<file path="src/rtl/timer_bank.sv">
// Bank of independent down-counting timer channels behind a word-addressed slave port.
// Each channel: CTRL (EN, MODE, IM), PRESET, read-only COUNT and a sticky PENDING flag.
module timer_bank #(
  parameter int unsigned CHANNELS  = 4,
  parameter int unsigned WIDTH     = 32,
  parameter logic [31:0] BASE_ADDR = 32'h7F00
) (
  input  logic                clk,
  input  logic                reset,
  input  logic [31:0]         Addr,
  input  logic                WE,
  input  logic [31:0]         Din,
  output logic                hit,
  output logic [31:0]         Dout,
  output logic [CHANNELS-1:0] irq,
  output logic                irq_any
);

  localparam int unsigned ChW  = (CHANNELS > 1) ? $clog2(CHANNELS) : 1;
  localparam logic [31:0] Span = 32'(CHANNELS * 16);

  typedef enum logic [1:0] {StIdle, StCnt, StDone} state_e;

  // Register state
  logic [CHANNELS-1:0] r_en, r_im, r_pend;
  logic [1:0]          r_mode   [CHANNELS];
  logic [WIDTH-1:0]    r_preset [CHANNELS];
  logic [WIDTH-1:0]    r_count  [CHANNELS];
  state_e              r_state  [CHANNELS];

  // Next-state values
  logic [CHANNELS-1:0] w_en_nxt, w_im_nxt, w_pend_nxt, w_pend_set;
  logic [1:0]          w_mode_nxt   [CHANNELS];
  logic [WIDTH-1:0]    w_preset_nxt [CHANNELS];
  logic [WIDTH-1:0]    w_count_nxt  [CHANNELS];
  state_e              w_state_nxt  [CHANNELS];

  logic [31:0]    w_off;
  logic [ChW-1:0] w_chan;
  logic [1:0]     w_reg;
  logic           w_wr;
  logic [31:0]    w_rd;

  // Window decode: the unsigned offset compare also rejects addresses below the base
  assign w_off  = Addr - BASE_ADDR;
  assign hit    = (w_off < Span);
  assign w_chan = w_off[4 +: ChW];
  assign w_reg  = Addr[3:2];
  assign w_wr   = hit & WE;

  // Per-channel FSM step followed by the software write; software has the last word
  // except that a hardware PENDING set beats a same-cycle write-1-clear.
  always_comb begin
    w_en_nxt   = r_en;
    w_im_nxt   = r_im;
    w_pend_nxt = r_pend;
    w_pend_set = '0;
    for (int i = 0; i < CHANNELS; i++) begin
      w_mode_nxt[i]   = r_mode[i];
      w_preset_nxt[i] = r_preset[i];
      w_count_nxt[i]  = r_count[i];
      w_state_nxt[i]  = r_state[i];

      unique case (r_state[i])
        StIdle: begin
          if (r_en[i]) begin
            w_count_nxt[i] = r_preset[i];
            w_state_nxt[i] = StCnt;
          end
        end
        StCnt: begin
          if (!r_en[i]) begin
            w_state_nxt[i] = StIdle;
          end else if (r_count[i] > WIDTH'(1)) begin
            w_count_nxt[i] = r_count[i] - WIDTH'(1);
          end else begin
            w_count_nxt[i] = '0;
            w_pend_set[i]  = 1'b1;
            w_state_nxt[i] = StDone;
          end
        end
        StDone: begin
          // Auto-reload re-enters through IDLE so every period repeats the
          // first-expiry timing: reload edge, load edge, then the count-down.
          w_state_nxt[i] = StIdle;
          if (r_en[i] && (r_mode[i] == 2'b01)) begin
            w_count_nxt[i] = r_preset[i];
          end else if (r_en[i]) begin
            w_en_nxt[i] = 1'b0;
          end
        end
        default: w_state_nxt[i] = StIdle;
      endcase

      if (w_wr && (w_chan == ChW'(i))) begin
        unique case (w_reg)
          2'd0: begin
            w_en_nxt[i]   = Din[0];
            w_mode_nxt[i] = Din[2:1];
            w_im_nxt[i]   = Din[3];
          end
          2'd1: w_preset_nxt[i] = Din[WIDTH-1:0];
          2'd3: if (Din[0]) w_pend_nxt[i] = 1'b0;
          default: ;
        endcase
      end

      if (w_pend_set[i]) w_pend_nxt[i] = 1'b1;
    end
  end

  // State registers, cleared asynchronously
  always_ff @(posedge clk or negedge reset) begin
    if (!reset) begin
      r_en   <= '0;
      r_im   <= '0;
      r_pend <= '0;
      for (int i = 0; i < CHANNELS; i++) begin
        r_mode[i]   <= 2'b00;
        r_preset[i] <= '0;
        r_count[i]  <= '0;
        r_state[i]  <= StIdle;
      end
    end else begin
      r_en   <= w_en_nxt;
      r_im   <= w_im_nxt;
      r_pend <= w_pend_nxt;
      for (int i = 0; i < CHANNELS; i++) begin
        r_mode[i]   <= w_mode_nxt[i];
        r_preset[i] <= w_preset_nxt[i];
        r_count[i]  <= w_count_nxt[i];
        r_state[i]  <= w_state_nxt[i];
      end
    end
  end

  // Read mux, zero-extended to 32 bits
  always_comb begin
    w_rd = '0;
    if (hit) begin
      unique case (w_reg)
        2'd0: w_rd[3:0] = {r_im[w_chan], r_mode[w_chan], r_en[w_chan]};
        2'd1: w_rd[WIDTH-1:0] = r_preset[w_chan];
        2'd2: w_rd[WIDTH-1:0] = r_count[w_chan];
        default: w_rd[0] = r_pend[w_chan];
      endcase
    end
  end

  assign Dout    = w_rd;
  assign irq     = r_pend & r_im;
  assign irq_any = |irq;

endmodule

</file>
<file path="config.mk">
export PLATFORM = sky130hd
export DESIGN_NAME = timer_bank
export DESIGN_NICKNAME = d
export VERILOG_FILES = /design/src/rtl/timer_bank.sv
export SDC_FILE = /design/constraint.sdc
export NUM_CORES = 1
export LEC_CHECK = 0
export ABC_AREA = 0
export ABC_CLOCK_PERIOD_IN_PS = 2900
export BUFFER_PORTS_ARGS = -buffer_cell sky130_fd_sc_hd__buf_2
export CAP_MARGIN = 20
export CORE_UTILIZATION = 50
export CTS_BUF_LIST = sky130_fd_sc_hd__clkbuf_8
export CTS_CLUSTER_DIAMETER = 200
export DETAILED_ROUTE_END_ITERATION = 6
export PLACE_DENSITY = 0.74
export SYNTH_ARGS = -nofsm -noshare
export SYNTH_HDL_FRONTEND = slang
export SYNTH_SLANG_ARGS = --single-unit
</file>
<file path="constraint.sdc">
create_clock -name clk -period 2.9 [get_ports clk]
set_input_delay 0.145 -clock clk [delete_from_list [all_inputs] [get_ports clk]]
set_output_delay 0.145 -clock clk [all_outputs]
set_load 0.02 [all_outputs]
</file>
# Word-level counts from Yosys, hierarchy flattened
# Cells that the tools add are included.
# Widths: inputs -> output; s select.
classes:
  addsub: 5
  multipliers: 0
  div_mod_pow: 0
  n_lt_le_gt_ge: 7
  n_eq_ne: 34
  shifts: 0
  n_mux: 93
  bitwise_logic: 3
  reduce_logical: 51
op_table:
  columns: ["op", "count"]
  rows:
  - ["$mux 32", 21]
  - ["$pmux 32 s3", 4]
  - ["$bmux 32 s2", 2]
  - ["$gt 32x1->1 const B", 4]
  - ["$sub 32x1->32 const B", 4]
  - ["$pmux 28 s2", 1]
  - ["$mux 1", 41]
  - ["$lt 32x7->1 const B", 1]
  - ["$sub 32x15->32 const B", 1]
  - ["$mux 2", 14]
  - ["$ne 2x2->1 const B", 12]
  - ["$reduce_and 2->1", 12]
  - ["$reduce_bool 2->1", 12]
  - ["$eq 2x1->1 const B", 10]
  - ["$eq 2x2->1 const B", 8]
  - ["$pmux 2 s2", 4]
  - ["$reduce_and 4->1", 4]
  - ["$logic_not 2->1", 6]
  - ["$ne 3x3->1 const B", 4]
  - ["$reduce_and 3->1", 4]
  - ["$reduce_bool 3->1", 4]
  - ["$pmux 3 s3", 1]
  - ["$logic_and 1x1->1", 8]
  - ["$bmux 1 s2", 3]
  - ["other kinds (8)", 8]
totals:
  register_bits: 284
  latch_bits: 0
  mem_bits_rw: 0
  mem_bits_ro: 0
  inputBits: 67
  out_inout_bits: 38
  elab_cells: 218
  n_memories: 0

# Longest topological paths before layout
# Gate-level depths: netlist of run 1.
depth:
  word_depth: 7
  mapped_depth: 9
  depth_no_buf: 7

# Worst setup path after synthesis of run 1
# No wires, ideal clock.
synth_path:
  kind: "input-to-output"
  from: "input port Addr[28]"
  to: "output port Dout[11]"
  t_arrival_ns: 2.473
  required_time_ns: 2.755
  slack_ns: 0.282
  cell_stages: 6
  n_path_buf: 1
  cell_sequence: "nor4_1 > nand4_1 > nor4_1 > nand2_1 > clkbuf_1 > nor2_1"
synth_via:
  elab_chain_cells: 3
synth_lines:
  columns: ["item", "line_no", "rtl"]
  rows:
  - ["start, declared", "10", "input logic [31:0] Addr,"]
  - ["$sub 32x15->32", "45", "assign w_off = Addr - BASE_ADDR;"]
  - ["$lt 32x7->1", "46", "assign hit = (w_off < Span);"]
  - ["named net hit", "13", "output logic hit,"]
  - ["$mux 32", "140", "if (hit) begin"]
  - ["end, declared", "14", "output logic [31:0] Dout,"]
# The timed path passes the listed nets, and every way through them passes these cells.

# Final worst setup path of run 1
layout_path:
  from: "register r_count[64] (netlist bit)"
  to: "register r_count[77] (netlist bit)"
layout_via:
  elab_chain_cells: 4
  elab_cells_between_ends: 5
  cone_classes: "add/sub: 1; order compare: 1; mux: 3"
layout_lines:
  columns: ["item", "line_no", "rtl"]
  rows:
  - ["start, declared", "28", "logic [WIDTH-1:0] r_count [CHANNELS];"]
  - ["start signal, assigned by index", "131", "r_count[i] <= w_count_nxt[i];"]
  - ["$sub 32x1->32 or $gt 32x1->1 (tied branches)", "75, 74", null]
  - ["$mux 32 (*)", "74", "end else if (r_count[i] > WIDTH'(1)) begin"]
  - ["$mux 32 (*)", "72", "if (!r_en[i]) begin"]
  - ["$pmux 32 s3 (*)", "64", "unique case (r_state[i])"]
# Every way passes the cells marked *; elsewhere a longest branch is shown, timed or not. The select of a mux whose other input is x is not followed.
# A chain may end at the register's enable or synchronous reset.

==> flow_summary.json, run 1 <==
{
  "status": "finished, final reports clean",
  "synthFlopType": "dfrtp_1",
  "wirelength_mm": 63.7,
  "clk_path_buf_depth": 3,
  "core_mm2": 0.0334,
  "grt_max_degree": 75,
  "grt_use_total": 0.378,
  "rrSetupSlack_ns": 0.17,
  "fmax_mhz": 366,
  "setup.worst_path.start": "r_count[64]",
  "start_util": 0.506,
  "drtIter0Drc": 2210,
  "drc": 0,
  "grt_overflow": 0,
  "arrival_ns": 3.24,
  "p_leak_nw": 9.24,
  "synth_edf_count": 0,
  "cts_tree": "yes",
  "num_antenna_cells": 0,
  "path_clk_slew_ns": 0.06,
  "worst_ep_required_time_ns": 3.41,
  "antenna_found_initial": 2,
  "cts_max_level": 2,
  "critPathCapture": "r_count[77]",
  "nets": 1890,
  "gp_congestion": 1.04,
  "ir_worst_vdd_mv": 0.321,
  "vias_per_cell": 7.04,
  "worstMarginPinSlew_ns": 0.775,
  "fp.dieW_um": 186,
  "setup_viol": 0,
  "vias": 16200,
  "setup_ws_ns": 0.170,
  "io_buffer_count": 102,
  "rsz0062_at_grt": "false",
  "hold_class": "in -> async",
  "synth_seq_cells": 284,
  "reg2reg_from": "r_count[64]",
  "hpwl_mm": 45.3,
  "r2r_end": "r_count[77]",
  "mostFrequentLayoutCell": "dfrtp_1",
  "io-pin-count": 105,
  "ys_seq_area_frac": 0.420,
  "min_period_over_period": 0.941,
  "slew_viol_final": 0,
  "swShare": 0.243,
  "dr.pass1.iters": 6,
  "pwr-share-clk": 0.473,
  "ys_async_sr_fraction": 1.00,
  "cts_root_buf": "clkbuf_8",
  "die_h_um": 186,
  "dieArea_mm2": 0.0346,
  "yosysWarnings": 0,
  "syn2layout_area_growth_pct": 17.5,
  "worstRegToRegCells": 8,
  "synth.distinct_cells": 68,
  "maxCapViolations": 0,
  "crit_path_start_kind": "flip-flop",
  "cp-end-kind": "flip-flop",
  "syn_area_per_cell_um2": 10.4,
  "setup_tns_ns": 0,
  "grt_pass1_wl_mm": 96.3,
  "relSlewSlack": 0.479,
  "std_cell_rows": 67,
  "pre_cts_ws_ns": 0.250,
  "ant_nets": 0,
  "finalClockSkew_ns": 0.0265,
  "seqPwrFrac": 0.484,
  "synth_nets": 1709,
  "hold_viol": 0,
  "finalPower_mw": 8.19,
  "synth.cell_area_mm2": 0.0169,
  "grt_pass1_vias": 15700,
  "insertion_delay_ns": 0.64,
  "crit_type": "reg -> reg",
  "power_frac_comb": 0.043,
  "cts-resized-gates": 0,
  "power_density_mw_per_mm2": 412,
  "cts.sinks": 284,
  "drive_gt1_frac": 0.289,
  "final_cell_mix": "dfrtp_1, mux2_2, buf_4",
  "syn_inst": 1630,
  "crit_path_max_fanout": 17,
  "fin_crit_ns": 2.73,
  "numCtsBuffers": 51,
  "p_sw_mw": 1.99,
  "intPower_mw": 6.20,
  "wire_per_inst_um": 27.8
}
-- area by class of cell --
type                    instances  area [um^2]
well taps                     448          561
clock inverters                22          115
inverters                      43          161
fillers                      2792        13600
flip-flops and latches        284         7110
repair buffers                254         1810
multi-input cells            1177         9220
clock buffers                  66          908
-- synthesized netlist by cell type (all sizes together), types with 21 or more instances --
library cell,count,area share
nand2,98,0.022
nor2,110,0.024
o31ai,32,0.015
buf,25,0.0063
a21oi,45,0.013
nand3,51,0.015
clkbuf,101,0.022
dfrtp,284,0.42
a22o,22,0.011
or3,32,0.012
nor4,47,0.017
a32oi,24,0.012
mux2,144,0.096
mux4,69,0.092
o21ai,76,0.022
o2bb2ai,32,0.017
nand4,29,0.011
inv,43,0.0095
nor3,59,0.017
a22oi,52,0.023
and3,21,0.0078
-- power by group through the flow --
stage          clock, mW  sequential [mW]  combinational [mW]
3_3_place_gp           0             4.03               0.313
6_report            3.88             3.96               0.350
3_5_place_dp           0             4.03               0.317
5_1_grt             4.08             3.96               0.382
4_1_cts             3.92             3.96               0.352
2_1_floorplan          0             4.04               0.108
-- routing by layer --
layer,routed length [um],track usage,vias up
li1,-,-,6744
met1,24600,0.506,8051
met2,28700,0.570,1108
met3,7080,0.0894,245
met4,3240,0.197,4
met5,30,0,-
-- worst min path at each step --
stage | startpoint | end | slack (ns) | cells after the start
finish | reset | r_count[88] | 0.08 | 2
global route | reset | r_preset[62] | 0.11 | 2
CTS | reset | r_preset[91] | 0.07 | 2
detailed placement | reset | r_preset[91] | 0.18 | 1
global placement | reset | r_count[88] | 0.17 | 1
floorplan | reset | r_count[0] | -0.15 | 0
-- cell families after synthesis --
group           count (synthesis)  share of synthesized area
fa+ha+maj                      12                    0.00887
flops                         284                      0.420
compound gates                418                      0.180
buf+inv                       169                     0.0382
xor+xnor                        1                   0.000517
mux                           217                      0.190
simple gates                  529                      0.163
-- timing repair --
| item | in CTS | in global routing |
|---|---|---|
| endpoints found under the setup margin | 0 | 0 |
| buffers inserted | 0 | 0 |
| hold buffers | 34 | 0 |
| endpoints found under the hold margin | 251 | 0 |
-- stage by stage --
| step | cells | utilization | hold slack, ns | cell area [um^2] |
|---|---|---|---|---|
| 2_1_floorplan | 1630 | - | -0.151 | 16900 |
| 3_5_place_dp | 2172 | 0.554 | 0.176 | 18500 |
| 3_3_place_gp | 2172 | 0.554 | 0.171 | 18500 |
| 6_report | 2294 | 0.595 | 0.0826 | 19900 |
| 4_1_cts | 2294 | 0.595 | 0.0740 | 19900 |
| 5_1_grt | 2294 | 0.595 | 0.114 | 19900 |
-- critical path: stages (launching register included) --
cell and delay (ns):
dfrtp_1 0.47, inv_1 0.11, ha_1 0.24, nor2_1 0.09, nor4_1 0.60, a41o_1 0.30, buf_4 0.25, o21ai_0 0.26
a22o_1 0.30
-- registers in the layout (all words and copies together) (netlist names) --
| signal | count |
|---|---|
| r_count | 128 |
| r_preset | 128 |
| r_mode | 8 |
| r_state | 8 |
| r_en | 4 |
| r_im | 4 |
| r_pend | 4 |
Power figures use the tool's default switching activity.
==> run 2, diff against run 1 <==
--- a/config.mk
+++ b/config.mk
@@ -10,7 +10,6 @@
 export BUFFER_PORTS_ARGS = -buffer_cell sky130_fd_sc_hd__buf_2
 export CAP_MARGIN = 20
 export CORE_UTILIZATION = 50
-export CTS_BUF_LIST = sky130_fd_sc_hd__clkbuf_8
 export CTS_CLUSTER_DIAMETER = 200
 export DETAILED_ROUTE_END_ITERATION = 6
 export PLACE_DENSITY = 0.74
==> flow_summary.json, run 2 (synthesis gave the netlist of run 1 again) <==
{
  "status": "finished with violations",
  "violations": "DRC",
  "cts.sinks": 284,
  "place_area_mm2": 0.0185,
  "fin_area_mm2": 0.0200,
  "setup.worst_path.start": "r_count[64]",
  "grt_pass1_vias": 15500,
  "drive_gt1_frac": 0.284,
  "dr.pass1.iters": 7,
  "cp-end-kind": "flip-flop",
  "hold_start": "Din[2]",
  "post-cts-setup-buffer-count": 0,
  "rrSetupSlack_ns": 0.15,
  "antenna_found_initial": 1,
  "wirelength_mm": 63.0,
  "arrival_ns": 3.16,
  "p_leak_nw": 9.18,
  "dieArea_mm2": 0.0346,
  "cts_root_buf": "clkbuf_16",
  "worstMarginPinSlew_ns": 0.793,
  "cts_tree": "yes",
  "setup_viol": 0,
  "dp_cells": 2172,
  "use_met1": 0.513,
  "cts_max_level": 2,
  "grt_overflow": 0,
  "slew_viol_final": 0,
  "crit_path_start_kind": "flip-flop",
  "io-pin-count": 105,
  "syn2layout_area_growth_pct": 17.9,
  "fin_crit_ns": 2.75,
  "power_density_mw_per_mm2": 439,
  "insertion_delay_ns": 0.52,
  "finalClockSkew_ns": 0.0205,
  "hold_class": "in -> reg",
  "grtUsageMet2": 0.566,
  "num_antenna_cells": 0,
  "drc": 1,
  "nets": 1868,
  "std_cell_rows": 67,
  "gp_congestion": 1.04,
  "ir_worst_vdd_mv": 0.399,
  "reg2reg_from": "r_count[64]",
  "grt_max_degree": 75,
  "core_mm2": 0.0334,
  "worstRegToRegCells": 8,
  "worst_ep_required_time_ns": 3.31,
  "crit_type": "reg -> reg",
  "hold_viol": 0,
  "rsz0062_at_grt": "false",
  "fp.dieW_um": 186,
  "die_h_um": 186,
  "io_buffer_count": 102,
  "whs_ns": 0.0387,
  "numCtsBuffers": 34,
  "grt_use_met3": 0.0765,
  "mostFrequentLayoutCell": "dfrtp_1",
  "vias_per_cell": 7.10,
  "path_clk_slew_ns": 0.06,
  "fmax_mhz": 363,
  "grt_use_total": 0.373,
  "maxCapViolations": 0,
  "final_cell_mix": "dfrtp_1, mux2_2, buf_4",
  "wire_per_inst_um": 27.9,
  "drtIter0Drc": 2233,
  "clk_path_buf_depth": 3,
  "grt_pass1_wl_mm": 95.8,
  "min_period_over_period": 0.949,
  "vias": 16100,
  "crit_path_max_fanout": 17,
  "hpwl_mm": 45.3,
  "start_util": 0.506,
  "largestRegisters": "r_count: 128 flops, r_preset: 128 flops",
  "top_usage_layer": "met2",
  "ant_nets": 0,
  "holdPathStages": 2,
  "setup_tns_ns": 0,
  "critPathCapture": "r_count[77]",
  "relSlewSlack": 0.466,
  "stdcell_count": 2260,
  "r2r_end": "r_count[77]",
  "finalPower_mw": 8.76
}
[run 2: cell count changes in the layout (fill, tap and decap cells not counted)]
cell and delta:
clkbuf_8 -61, clkbuf_1 +5, clkbuf_16 +35, bufinv_16 +3, dlygate4sd3_1 -5, inv_6 +1
clkinv_2 +1, clkinvlp_4 +3, inv_1 -16
[run 2: how the worst min path moves through the flow]
stage                              end
final                        r_mode[1]
after global routing         r_mode[1]
after CTS                    r_mode[1]
after detailed placement  r_preset[91]
after global placement     r_count[88]
after floorplan             r_count[0]
[run 2: area by class of cell]
cell class                      count  area (um^2)
Clock buffer                       45          963
Clock inverter                     14          181
Fill cell                        2757        13500
Inverter                           43          161
Multi-Input combinational cell   1177         9220
Sequential cell                   284         7110
Tap cell                          448          561
Timing Repair Buffer              249         1760
[run 2: routing by layer]
metal | up-vias | part of all wire | wire (um)
met4 | 2 | 0.048 | 3010
li1 | 6696 | - | -
met5 | - | 0.00021 | 13
met1 | 8013 | 0.40 | 24900
met2 | 1122 | 0.45 | 28500
met3 | 222 | 0.10 | 6590
[run 2: power breakdown]
part	internal, mW	switching (mW)	leakage [nW]
Sequential	3.96	0.000000258	3.96
Combinational	0.125	0.221	4.66
Clock	2.69	1.76	0.558
[run 2: worst max-delay path, cell delays in order, from the launching register on]
cell	delay [ns]
dfrtp_1	0.47
inv_1	0.12
ha_1	0.24
nor2_1	0.09
nor4_1	0.61
a41o_1	0.30
buf_4	0.25
o21ai_0	0.27
a22o_1	0.30
[run 2: per-stage QoR]
step / setup WS, ns / utilization
4_1_cts: 0.244 / 0.597
3_3_place_gp: 0.286 / 0.554
2_1_floorplan: 0.282 / -
3_5_place_dp: 0.250 / 0.554
6_report: 0.148 / 0.597
5_1_grt: 0.0363 / 0.597
[run 2: timing repair]
item,CTS,global route
hold buffers,29,0
gates resized for setup,0,0
hold endpoints to repair,181,0
